**src/rtl/j_pkg.sv**
```systemverilog
// Shared types and defaults for the J-array result path.
package j_pkg;

  typedef enum logic {
    IDLE  = 1'b0,
    SHIFT = 1'b1
  } state_e;

  localparam int unsigned OUT_W_DEF      = 16;
  localparam int unsigned FIFO_DEPTH_DEF = 4;

endpackage

```
**src/rtl/j_sync_fifo.sv**
```systemverilog
// Single-clock FIFO with registered storage; pop of an empty FIFO is ignored and
// a push into a full FIFO only lands when a pop frees a slot in the same cycle.
module j_sync_fifo #(
  parameter int unsigned WIDTH = 16,
  parameter int unsigned DEPTH = 4
) (
  input  logic             clk,
  input  logic             rst_n,
  input  logic             push,
  input  logic [WIDTH-1:0] push_data,
  input  logic             pop,
  output logic [WIDTH-1:0] pop_data,
  output logic             full,
  output logic             empty
);

  localparam int unsigned PTR_W = $clog2(DEPTH);
  localparam int unsigned CNT_W = PTR_W + 1;

  logic [WIDTH-1:0] mem_q [DEPTH];
  logic [PTR_W-1:0] wr_ptr_q;
  logic [PTR_W-1:0] rd_ptr_q;
  logic [CNT_W-1:0] cnt_q;
  logic             do_push;
  logic             do_pop;

  assign full     = (cnt_q == CNT_W'(DEPTH));
  assign empty    = (cnt_q == '0);
  assign do_pop   = pop & ~empty;
  assign do_push  = push & (~full | do_pop);
  assign pop_data = mem_q[rd_ptr_q];

  always_ff @(posedge clk or negedge rst_n) begin
    if (!rst_n) begin
      for (int i = 0; i < int'(DEPTH); i++) mem_q[i] <= '0;
      wr_ptr_q <= '0;
      rd_ptr_q <= '0;
      cnt_q    <= '0;
    end else begin
      if (do_push) begin
        mem_q[wr_ptr_q] <= push_data;
        wr_ptr_q        <= wr_ptr_q + PTR_W'(1);
      end
      if (do_pop) rd_ptr_q <= rd_ptr_q + PTR_W'(1);
      case ({do_push, do_pop})
        2'b10:   cnt_q <= cnt_q + CNT_W'(1);
        2'b01:   cnt_q <= cnt_q - CNT_W'(1);
        default: cnt_q <= cnt_q;
      endcase
    end
  end

endmodule

```
**src/rtl/j_result_deser.sv**
```systemverilog
// Collects the LSB-first bit-serial MAC result into OUT_W-bit words and queues
// them for the consumer; frame_start inside a word aborts it and flags frame_err.
module j_result_deser
  import j_pkg::*;
#(
  parameter int unsigned OUT_W      = OUT_W_DEF,
  parameter int unsigned FIFO_DEPTH = FIFO_DEPTH_DEF
) (
  input  logic             clk,
  input  logic             reset_n,
  input  logic             bit_valid,
  input  logic             serial_in,
  input  logic             frame_start,
  output logic [OUT_W-1:0] out_data,
  output logic             out_valid,
  input  logic             out_ready,
  output logic             drop_pulse,
  output logic             frame_err,
  input  logic             clear_err,
  output logic             busy
);

  localparam int unsigned CNT_W = $clog2(OUT_W);

  state_e           state_q;
  logic [CNT_W-1:0] cnt_q;
  logic [OUT_W-1:0] word_q;
  logic             frame_err_q;
  logic             drop_q;
  logic             busy_q;

  logic             push_c;
  logic [OUT_W-1:0] push_data_c;
  logic             abort_c;
  logic             pop_c;
  logic             fifo_full;
  logic             fifo_empty;

  // The final bit goes straight into the FIFO alongside the bits already held.
  always_comb begin
    push_c      = 1'b0;
    push_data_c = {serial_in, word_q[OUT_W-2:0]};
    abort_c     = 1'b0;
    if (state_q == SHIFT && bit_valid) begin
      if (frame_start) abort_c = 1'b1;
      else if (cnt_q == CNT_W'(OUT_W - 1)) push_c = 1'b1;
    end
  end

  assign pop_c = out_ready & ~fifo_empty;

  always_ff @(posedge clk or negedge reset_n) begin
    if (!reset_n) begin
      state_q     <= IDLE;
      cnt_q       <= '0;
      word_q      <= '0;
      frame_err_q <= 1'b0;
      drop_q      <= 1'b0;
      busy_q      <= 1'b0;
    end else begin
      drop_q <= push_c & fifo_full & ~pop_c;
      if (abort_c)        frame_err_q <= 1'b1;
      else if (clear_err) frame_err_q <= 1'b0;

      if (bit_valid) begin
        if (frame_start) begin
          word_q  <= OUT_W'(serial_in);
          cnt_q   <= CNT_W'(1);
          state_q <= SHIFT;
          busy_q  <= 1'b1;
        end else if (state_q == SHIFT) begin
          if (push_c) begin
            cnt_q   <= '0;
            state_q <= IDLE;
            busy_q  <= 1'b0;
          end else begin
            word_q[cnt_q] <= serial_in;
            cnt_q         <= cnt_q + CNT_W'(1);
          end
        end
      end
    end
  end

  j_sync_fifo #(
    .WIDTH (OUT_W),
    .DEPTH (FIFO_DEPTH)
  ) u_fifo (
    .clk       (clk),
    .rst_n     (reset_n),
    .push      (push_c),
    .push_data (push_data_c),
    .pop       (pop_c),
    .pop_data  (out_data),
    .full      (fifo_full),
    .empty     (fifo_empty)
  );

  assign out_valid  = ~fifo_empty;
  assign drop_pulse = drop_q;
  assign frame_err  = frame_err_q;
  assign busy       = busy_q;

endmodule

```
**config.mk**
```make
export PLATFORM = sky130hd
export DESIGN_NAME = j_result_deser
export DESIGN_NICKNAME = d
export VERILOG_FILES = /design/src/rtl/j_pkg.sv /design/src/rtl/j_sync_fifo.sv /design/src/rtl/j_result_deser.sv
export SDC_FILE = /design/constraint.sdc
export NUM_CORES = 1
export LEC_CHECK = 0
export BUFFER_PORTS_ARGS = -buffer_cell sky130_fd_sc_hd__buf_4
export CAP_MARGIN = 25
export CORE_MARGIN = 4
export CORE_UTILIZATION = 55
export DETAILED_ROUTE_END_ITERATION = 16
export GPL_TIMING_DRIVEN = 0
export HOLD_SLACK_MARGIN = 0.02
export PLACE_DENSITY = 0.76
export REMOVE_ABC_BUFFERS = 1
export SYNTH_ARGS = -nofsm -noshare
export SYNTH_HDL_FRONTEND = slang
export SYNTH_SLANG_ARGS = --single-unit
export TNS_END_PERCENT = 1
```
**constraint.sdc**
```tcl
create_clock -name clk -period 2.5 [get_ports clk]
set_input_delay 0.5 -clock clk [delete_from_list [all_inputs] [get_ports clk]]
set_output_delay 0.5 -clock clk [all_outputs]
set_load 0.02 [all_outputs]
```
==> results.json <==
{
  "detailroute.via_count": 2585,
  "hpwlAfterDp_um": 5213,
  "grt_use_met2_pct": 27.40,
  "finalWorstSetupSlack_ns": 0.09230,
  "clk_slew_on_worst_s_h_paths_ns": 0.10,
  "post_synthesis_instance_total": 311,
  "n_antenna_cell": 0,
  "timing.max_cap.violations": 0,
  "clock-skew-final_ns": 0.01155,
  "postCtsSetupBuffers": 0,
  "met1_usage_pct": 25.22,
  "crit-reg2reg-launch": "u_fifo.cnt_q[0]$_DFFE_PN0P_",
  "fin_area_um2": 5081,
  "setup_viol": 0,
  "finalWeightedCongestion": 0.8116,
  "irDropWorstVdd_mv": 0.5407,
  "detailedPlace.worstSlack_ns": -0.3401,
  "critical_path_arrival_ns": 2.70,
  "ios": 27,
  "antenna_found_initial": 0,
  "worst_hold_path_type": "in -> async",
  "synth-seq-cells": 94,
  "netlist_area_um2": 4647,
  "r2r.worst_path.cells": 9,
  "placedInstanceArea_um2": 4861,
  "grt_start_max_net_pins": 63,
  "globalRoute.totalOverflow": 0,
  "synth_largest_area_cell": "dfrtp_1",
  "final_max_slew_viol_count": 0,
  "netlist.area_leader.share_pct": 50.62,
  "required_time_at_the_worst_slack_endpoint_ns": 2.79,
  "cts_max_path_buffers": 2,
  "clock_sink_count": 94,
  "cts_made_buffers": 9,
  "ys_top_cells_by_area": "dfrtp_1 (51%), mux2_4 (13%), mux4_2 (7.8%)",
  "outcome": "complete, no violations",
  "detailedRoute.firstPassIterationCount": 4,
  "floorplan.rows": 33,
  "syn_to_final_growth_pct": 9.343,
  "die_x_um": 99.92,
  "grt.total_usage_pct": 17.67,
  "crit_path_end_kind": "flip-flop",
  "die_h_um": 99.92,
  "timing.rr.end": "u_fifo.cnt_q[2]$_DFFE_PN0P_",
  "core_um2": 8217,
  "initial_utilization_pct": 56.56,
  "cts_hold_buffers_added": 0,
  "rrSetupSlack_ns": 0.09,
  "detail_route.iter0.violations": 142,
  "viasPerCell": 5.902,
  "yosys_warnings": 0,
  "syn_area_per_cell_um2": 14.94,
  "timing.critical_path.fanout_max": 6,
  "synth-seq-area-share_pct": 50.62,
  "route.detailed.drc": 0,
  "drt.antenna.violating_nets": 0,
  "cp-endpoint": "u_fifo.cnt_q[2]$_DFFE_PN0P_",
  "worst_hold_check_slack_ns": 0.07188,
  "yosys.cell_types.count": 38,
  "layout-drive-gt1-share_pct": 42.94,
  "timing.critical_path.from_type": "flip-flop",
  "pwr_density_cell_nw_per_um2": 689.7,
  "ctsHtreeMaxLevel": 3,
  "nets": 345,
  "cts-root-buf": "clkbuf_8",
  "wl_um": 8103,
  "die_area_um2": 9984,
  "power_leakage_nw": 2.551,
  "grt.busiest_layer": "met2",
  "setup_repair_after_global_routing_missed_its_margin": "no",
  "io_buffers": 26,
  "grt_pass1_wl_um": 13720,
  "tritoncts": "built",
  "number_of_global_route_vias_before_repair": 2676,
  "worst_skew_pair.late_latency_ns": 0.36,
  "slew_headroom_pct": 40.64,
  "timing_hold_violations_final": 0,
  "globalRouteMet3Util_pct": 2.780,
  "wire_per_inst_um": 18.50,
  "max_freq_ghz": 0.4153,
  "final_min_period_over_clock_period_pct": 96.31,
  "critical_path_class": "reg -> reg",
  "crit_start": "u_fifo.cnt_q[0]$_DFFE_PN0P_",
  "tightest_slew_ns": 0.8904,
  "fin_crit_ns": 2.408
}
[layer usage]
layer	part of all wire [%]	routed length (µm)
met1	47	3780
met2	48	3902
met3	3.5	287
met4	1.6	132
met5	0	0
[worst max-delay path, cell delays in order, from the launching register on]
cell and delay [ns]:
dfrtp_2 0.45, or4b_4 0.62, and3_4 0.23, inv_1 0.05
ha_2 0.18, inv_1 0.06, fa_2 0.33, xor2_1 0.14
nor2_1 0.11, xor2_1 0.16
[per-stage QoR]
step           util (%)  cells  total power, W  TNS, ns
2_1_floorplan         -    289        0.002215        0
3_3_place_gp      58.49    420        0.002402   -9.552
3_5_place_dp      59.16    422        0.002488   -12.06
4_1_cts           61.69    438        0.003526        0
5_1_grt           61.84    438        0.003674        0
6_report          61.84    438        0.003504        0
[where the power goes]
group	total, W	internal [W]	switching, W
sequential	0.00183	0.00161	0.000223
combinational	0.000632	0.000333	0.000299
clock	0.00104	0.000476	0.000565
[what timing repair did]
action,in CTS,in global routing
pin swaps,0,2
resized for setup,3,6
endpoints found under the setup margin,13,2
hold endpoints to repair,0,0
[kinds of logic (layout without fill, tap and decap cells)]
logic type / after synthesis / after routing / share of synthesized area (%)
AOI/OAI and AO/OA: 31 / 31 / 5.116
adders and majority gates: 10 / 10 / 2.854
and+or+nand+nor: 53 / 53 / 8.427
xor gates and xnor gates: 6 / 6 / 1.131
muxes: 83 / 83 / 27.28
buffers and inverters: 34 / 56 / 4.577
DFF: 94 / 94 / 50.62
[cells in the final DEF, fill, tap and decap left out, drive strengths merged, types with 3 or more instances in the layout]
cell,synthesis,final
nand2,15,15
nand4,8,8
xnor2,3,3
and2,3,3
nor2b,4,4
mux4,16,16
o21ai,10,10
buf,10,28
ha,9,9
nor4bb,3,3
clkbuf,12,9
dfrtp,94,94
inv,12,15
and4b,4,4
a32o,10,10
and4,3,3
xor2,3,3
nor2,4,4
and3,4,4
mux2,66,66
[cell type report]
cell class,instances,area [µm²]
Clock buffer,9,123.9
Clock inverter,7,80.08
Fill cell,615,3136
Inverter,12,45.04
Multi-Input combinational cell,183,2095
Sequential cell,94,2356
Tap cell,105,131.4
Timing Repair Buffer,28,250.2
[sequential cells by signal (all words and copies together), names as in the netlist]
name / flops
frame_err: 1
state_q: 1
cnt_q: 4
u_fifo.cnt_q: 3
drop_pulse: 1
u_fifo.rd_ptr_q: 2
u_fifo.wr_ptr_q: 2
busy: 1
u_fifo.mem_q: 64
word_q: 15
[cell usage after synthesis]
master     instances
nor4bb_1           3
and3_1             3
or4b_4             1
and2_1             3
mux4_2            16
fa_1               1
buf_6              2
mux2i_1            1
buf_12             4
mux2_2            25
and3_4             1
and3b_1            1
o21ai_0           10
xnor2_1            3
buf_2              4
o32ai_1            1
nand4_4            4
dfrtp_1           94
nor2_1             4
o2bb2ai_1          2
ha_1               9
a32o_1            10
o31ai_1            2
nand2_1           15
xor2_1             3
mux2_4            41
and4b_1            4
nand3_1            2
o31a_2             1
inv_1             12
nor2b_1            4
clkbuf_1          12
nand4_1            4
and4_1             3
a31o_2             1
or3_2              1
a22o_1             2
a21oi_1            2
[worst min-delay path by stage]
stage                                     endpoint  slack, ns  cells after the start
floorplan                         busy$_DFFE_PN0P_       0.20                      0
global placement      u_fifo.mem_q[17]$_DFFE_PN0P_       0.48                      1
detailed placement     u_fifo.cnt_q[0]$_DFFE_PN0P_       0.48                      1
CTS                    u_fifo.cnt_q[0]$_DFFE_PN0P_       0.08                      1
global route                word_q[14]$_DFFE_PN0P_       0.11                      1
finish              u_fifo.wr_ptr_q[0]$_DFFE_PN0P_       0.07                      1
(Power assumes the default switching activity.)
